<file path="config.mk">
export PLATFORM = sky130hd
export DESIGN_NAME = clint_trap_ctrl
export DESIGN_NICKNAME = d
export VERILOG_FILES = /design/src/rtl/clint_trap_ctrl_pkg.sv /design/src/rtl/clint_trap_ctrl.sv
export SDC_FILE = /design/constraint.sdc
export NUM_CORES = 1
export LEC_CHECK = 0
export ABC_AREA = 1
export CAP_MARGIN = 20
export CORE_MARGIN = 2
export CORE_UTILIZATION = 40
export CTS_CLUSTER_SIZE = 25
export DETAILED_ROUTE_END_ITERATION = 7
export GPL_ROUTABILITY_DRIVEN = 0
export GPL_TIMING_DRIVEN = 0
export PLACE_DENSITY = 0.85
export RECOVER_POWER = 25
export SYNTH_ARGS = -nofsm -noshare
export SYNTH_HDL_FRONTEND = slang
export SYNTH_SLANG_ARGS = --single-unit
</file>
<file path="constraint.sdc">
create_clock -name clk -period 3.9 [get_ports clk]
set_input_delay 0.39 -clock clk [delete_from_list [all_inputs] [get_ports clk]]
set_output_delay 0.39 -clock clk [all_outputs]
set_load 0.02 [all_outputs]
</file>
<file path="src/rtl/clint_trap_ctrl_pkg.sv">
`default_nettype none
// ============================================================================
// Module  : clint_trap_ctrl_pkg
// Purpose : Shared definitions for the core-local trap controller and the
//           CSR register file: CSR addresses, trap cause codes, mstatus bit
//           positions and the trap/return sequencer state encoding.
// Ports   : none (package)
// Revision: 1.0 - initial release
// ============================================================================
package clint_trap_ctrl_pkg;

  // CSR addresses, shared with the CSR register file
  localparam logic [11:0] CSR_MSTATUS  = 12'h300;
  localparam logic [11:0] CSR_MIE      = 12'h304;
  localparam logic [11:0] CSR_MTVEC    = 12'h305;
  localparam logic [11:0] CSR_MSCRATCH = 12'h340;
  localparam logic [11:0] CSR_MEPC     = 12'h341;
  localparam logic [11:0] CSR_MCAUSE   = 12'h342;

  // mcause values
  localparam logic [31:0] CAUSE_ECALL_M    = 32'h0000_000B;
  localparam logic [31:0] CAUSE_BREAKPOINT = 32'h0000_0003;
  localparam logic [31:0] CAUSE_M_TIMER    = 32'h8000_0007;

  // mstatus bit positions
  localparam int MSTATUS_MIE  = 3;
  localparam int MSTATUS_MPIE = 7;

  // Sequencer states: T_* walk a trap entry, R_* walk an MRET
  typedef enum logic [2:0] {
    IDLE     = 3'd0,
    T_MEPC   = 3'd1,
    T_MCAUSE = 3'd2,
    T_MSTAT  = 3'd3,
    T_JUMP   = 3'd4,
    R_MSTAT  = 3'd5,
    R_JUMP   = 3'd6
  } state_t;

endpackage : clint_trap_ctrl_pkg
`default_nettype wire

</file>
<file path="src/rtl/clint_trap_ctrl.sv">
`default_nettype none
// ============================================================================
// Module  : clint_trap_ctrl
// Purpose : Core-local interrupt/trap controller. Detects ECALL, EBREAK, MRET
//           and the machine timer interrupt in ID, then issues the mepc,
//           mcause and mstatus updates one per cycle on the CSR file's second
//           write port before redirecting fetch. The pipeline is held for
//           the whole sequence.
// Ports   : clk, rst (sync, active-low)
//           id_valid/id_pc/id_ecall/id_ebreak/id_mret - ID stage decode
//           interrupt_flag, interrupt_enable            - timer request, MIE
//           csr_we_ex                                   - EX owns CSR port
//           csr_mstatus/csr_mepc/csr_mtvec              - current CSR values
//           we_clint/wa_clint/wd_clint                  - CSR write port
//           clint_hold, clint_jump, clint_jump_addr     - pipeline control
// Revision: 1.0 - initial release
// ============================================================================
module clint_trap_ctrl
  import clint_trap_ctrl_pkg::*;
#(
  parameter int XLEN   = 32,
  parameter int CSR_AW = 12
) (
  input  logic              clk,
  input  logic              rst,
  input  logic              id_valid,
  input  logic [XLEN-1:0]   id_pc,
  input  logic              id_ecall,
  input  logic              id_ebreak,
  input  logic              id_mret,
  input  logic              interrupt_flag,
  input  logic              csr_we_ex,
  input  logic [XLEN-1:0]   csr_mstatus,
  input  logic [XLEN-1:0]   csr_mepc,
  input  logic [XLEN-1:0]   csr_mtvec,
  input  logic              interrupt_enable,
  output logic              we_clint,
  output logic [CSR_AW-1:0] wa_clint,
  output logic [XLEN-1:0]   wd_clint,
  output logic              clint_hold,
  output logic              clint_jump,
  output logic [XLEN-1:0]   clint_jump_addr
);

  state_t            state;
  state_t            state_next;
  logic              pending;
  logic [XLEN-1:0]   saved_pc;
  logic [XLEN-1:0]   saved_cause;

  logic              capture;
  logic              int_accept;
  logic [XLEN-1:0]   cause_sel;
  logic              int_req;
  logic [XLEN-1:0]   vec_base;

  // A request latched in an earlier cycle counts as well as a live one
  assign int_req  = (pending | interrupt_flag) & interrupt_enable;
  assign vec_base = {csr_mtvec[XLEN-1:2], 2'b00};

  always_comb begin
    state_next      = state;
    capture         = 1'b0;
    int_accept      = 1'b0;
    cause_sel       = '0;
    we_clint        = 1'b0;
    wa_clint        = '0;
    wd_clint        = '0;
    clint_hold      = 1'b0;
    clint_jump      = 1'b0;
    clint_jump_addr = '0;

    case (state)
      IDLE: begin
        if (id_valid) begin
          if (id_ecall) begin
            capture   = 1'b1;
            cause_sel = XLEN'(CAUSE_ECALL_M);
          end else if (id_ebreak) begin
            capture   = 1'b1;
            cause_sel = XLEN'(CAUSE_BREAKPOINT);
          end else if (id_mret) begin
            state_next = R_MSTAT;
            clint_hold = 1'b1;
          end else if (int_req) begin
            capture    = 1'b1;
            int_accept = 1'b1;
            cause_sel  = XLEN'(CAUSE_M_TIMER);
          end
        end
        if (capture) begin
          state_next = T_MEPC;
          clint_hold = 1'b1;
        end
      end

      // Write states yield to EX and retry until the port is free
      T_MEPC: begin
        clint_hold = 1'b1;
        we_clint   = ~csr_we_ex;
        if (!csr_we_ex) begin
          wa_clint   = CSR_AW'(CSR_MEPC);
          wd_clint   = saved_pc;
          state_next = T_MCAUSE;
        end
      end

      T_MCAUSE: begin
        clint_hold = 1'b1;
        we_clint   = ~csr_we_ex;
        if (!csr_we_ex) begin
          wa_clint   = CSR_AW'(CSR_MCAUSE);
          wd_clint   = saved_cause;
          state_next = T_MSTAT;
        end
      end

      T_MSTAT: begin
        clint_hold = 1'b1;
        we_clint   = ~csr_we_ex;
        if (!csr_we_ex) begin
          wa_clint               = CSR_AW'(CSR_MSTATUS);
          wd_clint               = csr_mstatus;
          wd_clint[MSTATUS_MPIE] = csr_mstatus[MSTATUS_MIE];
          wd_clint[MSTATUS_MIE]  = 1'b0;
          state_next             = T_JUMP;
        end
      end

      T_JUMP: begin
        clint_hold = 1'b1;
        clint_jump = 1'b1;
        // Vectored mode only offsets asynchronous causes
        if (csr_mtvec[1:0] == 2'b01 && saved_cause[XLEN-1])
          clint_jump_addr = vec_base + {saved_cause[XLEN-3:0], 2'b00};
        else
          clint_jump_addr = vec_base;
        state_next = IDLE;
      end

      R_MSTAT: begin
        clint_hold = 1'b1;
        we_clint   = ~csr_we_ex;
        if (!csr_we_ex) begin
          wa_clint               = CSR_AW'(CSR_MSTATUS);
          wd_clint               = csr_mstatus;
          wd_clint[MSTATUS_MIE]  = csr_mstatus[MSTATUS_MPIE];
          wd_clint[MSTATUS_MPIE] = 1'b1;
          state_next             = R_JUMP;
        end
      end

      R_JUMP: begin
        clint_hold      = 1'b1;
        clint_jump      = 1'b1;
        clint_jump_addr = csr_mepc;
        state_next      = IDLE;
      end

      default: state_next = IDLE;
    endcase

    // While reset is asserted nothing leaves the block
    if (!rst) begin
      we_clint        = 1'b0;
      wa_clint        = '0;
      wd_clint        = '0;
      clint_hold      = 1'b0;
      clint_jump      = 1'b0;
      clint_jump_addr = '0;
    end
  end

  always_ff @(posedge clk) begin
    if (!rst) begin
      state       <= IDLE;
      pending     <= 1'b0;
      saved_pc    <= '0;
      saved_cause <= '0;
    end else begin
      state   <= state_next;
      // Accepting the interrupt consumes the request, even a fresh one
      pending <= int_accept ? 1'b0 : (pending | interrupt_flag);
      if (capture) begin
        saved_pc    <= id_pc;
        saved_cause <= cause_sel;
      end
    end
  end

endmodule : clint_trap_ctrl
`default_nettype wire

</file>
Word-level counts from Yosys, hierarchy flattened
Index checks and enable logic that the tools add are counted.
{"block": "word_totals", "regBits": 68, "inputBits": 137, "wordCells": 84}
{"block": "classes", "n_addsub": 1, "eq_ne": 15, "n_mux": 52, "bitwise": 4, "reduce_logical": 8}
{"cell": "$mux W32", "n": 13}
{"cell": "$pmux W32 S4", "n": 1}
{"cell": "$pmux W32 S2", "n": 1}
{"cell": "$add A32 B32 Y32", "n": 1}
{"cell": "$mux W10", "n": 3}
{"cell": "$pmux W10 S3", "n": 1}
{"cell": "$mux W3", "n": 9}
{"cell": "$mux W1", "n": 21}
{"cell": "$pmux W3 S5", "n": 1}
{"cell": "$mux W12", "n": 1}
{"cell": "$ne A3 B3 Y1 const B", "n": 4}
{"cell": "$eq A3 B3 Y1 const B", "n": 3}
{"cell": "$ne A2 B2 Y1 const B", "n": 4}
{"cell": "$reduce_and A8 Y1", "n": 1}
{"cell": "$eq A3 B2 Y1 const B", "n": 2}
{"cell": "$reduce_or A2 Y1", "n": 3}
{"cell": "$reduce_or A6 Y1", "n": 1}
{"cell": "$reduce_or A4 Y1", "n": 1}
{"cell": "$eq A3 B1 Y1 const B", "n": 1}
{"cell": "$logic_not A3 Y1", "n": 1}
{"cell": "$eq A2 B1 Y1 const B", "n": 1}
{"cell": "$not A1 Y1", "n": 2}
{"cell": "$pmux W1 S2", "n": 1}
{"cell": "$and A1 B1 Y1", "n": 1}
{"cell": "2 further kinds", "n": 2}

Depth between registers and ports, before layout
{"block": "depth", "word_depth": 11, "ltp_mapped": 13, "mapped_depth_nobuf": 13}

Least setup slack after synthesis
No wires, ideal clock.
{"block": "synth_path", "path_type": "input-to-output", "start": "input csr_mtvec[2]", "end": "output clint_jump_addr[30]", "arrival_ps": 2068, "required_time_ps": 3510, "setup_slack_ps": 1442, "stages": 13, "n_path_buf": 0, "cell_sequence": "ha_1 > fa_1 > nand2_1 > nor2_2 > nor2_4 > nor2_1 > nand2_1 > nand2_1 > nand2_1 > nand2_1 > nand2_1 > nand2_1 > a21oi_1"}
{"block": "synth_via", "elab_chain_cells": 4}
{"item": "start, declared", "line_no": "clint_trap_ctrl.sv:35", "source": "input logic [XLEN-1:0] csr_mtvec,"}
{"item": "$add A32 B32 Y32", "line_no": "clint_trap_ctrl.sv:135", "source": "clint_jump_addr = vec_base + {saved_cause[XLEN-3:0], 2'b00};"}
{"item": "$mux W32", "line_no": "clint_trap_ctrl.sv:134", "source": "if (csr_mtvec[1:0] == 2'b01 && saved_cause[XLEN-1])"}
{"item": "$pmux W32 S2", "line_no": "clint_trap_ctrl.sv:73", "source": "case (state)"}
{"item": "$mux W32", "line_no": "clint_trap_ctrl.sv:164", "source": "if (!rst) begin"}
{"item": "end, declared", "line_no": "clint_trap_ctrl.sv:42", "source": "output logic [XLEN-1:0] clint_jump_addr"}
Every way passes these cells.

Final worst setup path
Same ends and word-level chain as after synthesis.

==> flow_metrics.tcl <==
set metrics [dict create \
    outcome "finished, final reports clean" \
    hold_class "register to register" \
    fmax_mhz 286.5 \
    max_cap_violations 0 \
    cts_tree "built" \
    r2r_cells 7 \
    post-cts-setup-buffers 0 \
    setup_violations 0 \
    start_kind "input pin" \
    whs_path_depth 2 \
    first_pass_iters 5 \
    row_count 34 \
    clockBufferDepth 2 \
    cts_sinks 39 \
    yosysTopAreaCell "dfxtp_1" \
    synth-seq-cells 39 \
    grtUsageMet2_pct 49.84 \
    grt_pass1_vias 4851 \
    ys_top_cells_by_area "dfxtp_1 21%, nand2_1 14%, nor2_1 12%" \
    syn_inst 597 \
    leakage_uw 0.002454 \
    worstSetupPathType "input pin to primary output" \
    rsz0062_at_grt "false" \
    critPathArrivalTime_ps 3100 \
    required_ps 3510 \
    synth_area_um2 3645 \
    h-tree-depth 2 \
    nNetsFinal 960 \
    powerDensity_nw_per_um2 338.1 \
    finalWorstSetupSlack_ps 409.5 \
    grt_pass1_wl_um 22380 \
    io_buffers 208 \
    die_x_um 99.46 \
    ant_nets 0 \
    busiest_layer "met2" \
    clk_pin_slew_ps 80 \
    yosysWarnings 0 \
    drive_gt1_share_pct 8.425 \
    synth_cell_types 46 \
    hold_viol 0 \
    cts_buffers 5 \
    gr-total-overflow 0 \
    fp.dieH_um 99.46 \
    dpl_cell_area_um2 5884 \
    die_area_um2 9891 \
    ioPinCount 216 \
    utilization_pct 67.98 \
    ir_drop_mv 0.2960 \
    yosys.area.top_type_share_pct 21.42 \
    grt_start_max_net_pins 13 \
    power_uw 2014 \
    report.final.slew_viol_count 0 \
    num_vias 4944 \
    diodes 0 \
    finalClockSkew_ps 7.912 \
    slew-limit-headroom_pct 65.20 \
    antenna_found_initial 0 \
    path_max_fanout 6 \
    postCtsHoldBufs 0 \
    start_util_pct 41.59 \
    setup_tns_ps 0 \
    period_needed_ps 3490 \
    core-area_um2 8763 \
    drt_iter0_markers 253 \
    met1_usage_pct 30.49 \
    fin_area_um2 5957 \
    post_cts_resized 0 \
    viasPerCell 5.333 \
    pre_cts_ws_ps 399.0 \
    use_met3_pct 6.606 \
    dp_hpwl_um 11310 \
    drc_errors 0 \
    finalCritPeriodShare_pct 89.50 \
    tightest_slew_ps 521.9 \
    root_buffer "clkbuf_8" \
    area_growth_pct 63.44 \
    avgSynthCellArea_um2 6.105 \
    clk_latency_ps 300 \
    grt_util_all_layers_pct 27.38 \
    yosysSeqAreaShare_pct 21.42 \
    critPathCaptureType "primary output" \
    avgRoutedWirePerCell_um 15.04 \
    wl_um 13940 \
]
==> cell families (layout without fill, tap and decap cells) <==
family                     Yosys count  in the layout  synth area share [%]
adders and majority gates            5              5                 1.922
DFF                                 39             39                 21.42
buffers and inverters               84            300                 10.98
and+or+nand+nor                    344            344                 43.77
AOI/OAI and AO/OA                  123            123                 21.56
xor gates and xnor gates             1              1                0.2403
other                                1              7                0.1029
==> metal layers <==
layer | routed length (um) | up-vias
li1 | - | 2426
met2 | 6816 | 268
met3 | 1437 | 38
met1 | 5263 | 2212
met4 | 426 | 0
met5 | 0 | -
==> synthesized netlist by cell type, drive strengths merged <==
| cell | n |
|---|---|
| nand2 | 142 |
| fa | 1 |
| conb | 1 |
| a21oi | 45 |
| or2 | 4 |
| clkbuf | 8 |
| dfxtp | 39 |
| nor3b | 1 |
| o21bai | 5 |
| buf | 27 |
| ha | 4 |
| o21ai | 40 |
| nor3 | 9 |
| nor2 | 126 |
| nand3 | 49 |
| o211ai | 2 |
| a32oi | 1 |
| a211oi | 1 |
| a31oi | 2 |
| inv | 49 |
| nand4 | 9 |
| nand3b | 2 |
| xor2 | 1 |
| nor4 | 2 |
| a32o | 26 |
| a22oi | 1 |
==> critical path, stage by stage <==
cell             delay [ps]
clkdlybuf4s50_1         430
ha_1                    250
fa_1                    390
nand2_1                 110
nor2_2                   60
nor2_4                  250
nor2_1                  120
nand2_1                  80
nand2_1                  40
nand2_1                  50
nand2_1                  50
nand2_1                  70
nand2_1                  50
a21oi_1                 120
clkdlybuf4s50_1         620
==> final cells by class <==
type,count,area (um2)
Multi-Input combinational cell,480,2479
Clock buffer,6,72.57
Clock inverter,2,12.51
Fill cell,762,2806
Tap cell,108,135.1
Sequential cell,39,780.7
Timing Repair Buffer,208,2082
Inverter,49,183.9
Buffer,35,211.5
==> placed cells by master, fill, tap and decap left out, types with 3 or more instances in the layout <==
cell,n
nor3_1,6
buf_6,4
nor2_1,113
o21ai_0,38
conb_1,7
nor2_4,5
nor2_2,6
a32o_1,26
buf_2,10
buf_4,10
inv_2,5
clkdlybuf4s50_1,206
nand4_1,9
nand2_2,6
inv_1,44
dfxtp_1,39
nand3_1,45
clkbuf_1,12
ha_1,4
clkbuf_8,5
o21bai_1,4
nand2_1,135
a21oi_1,44
nand3_2,3
==> state kept, by name, indices dropped and copies added (netlist names) <==
| register | cells |
|---|---|
| saved_pc | 32 |
| saved_cause | 3 |
| state | 3 |
| pending | 1 |
==> path summary, 6_finish.rpt <==
check | startpoint | end | slack, ps
worst min register to register | saved_cause[3]$_SDFFE_PN0P_ | saved_cause[3]$_SDFFE_PN0P_ | 510
worst min-delay path | saved_cause[3]$_SDFFE_PN0P_ | saved_cause[3]$_SDFFE_PN0P_ | 510
worst max register to register | state[2]$_SDFFE_PN0P_ | saved_pc[15]$_SDFFE_PN0P_ | 1970
worst max-delay path | csr_mtvec[2] | clint_jump_addr[30] | 410
==> through the flow <==
stage	hold WS [ps]	std cells
after floorplan	456.0	603
after global placement	480.1	919
after detailed placement	497.4	919
after CTS	508.9	927
after global routing	555.3	927
final	509.2	927
==> power by group <==
part	internal, uW	total [uW]	switching (uW)
clock network	125	277	151
logic	471	1140	672
registers	515	595	79.5
Power figures use the tool's default switching activity.
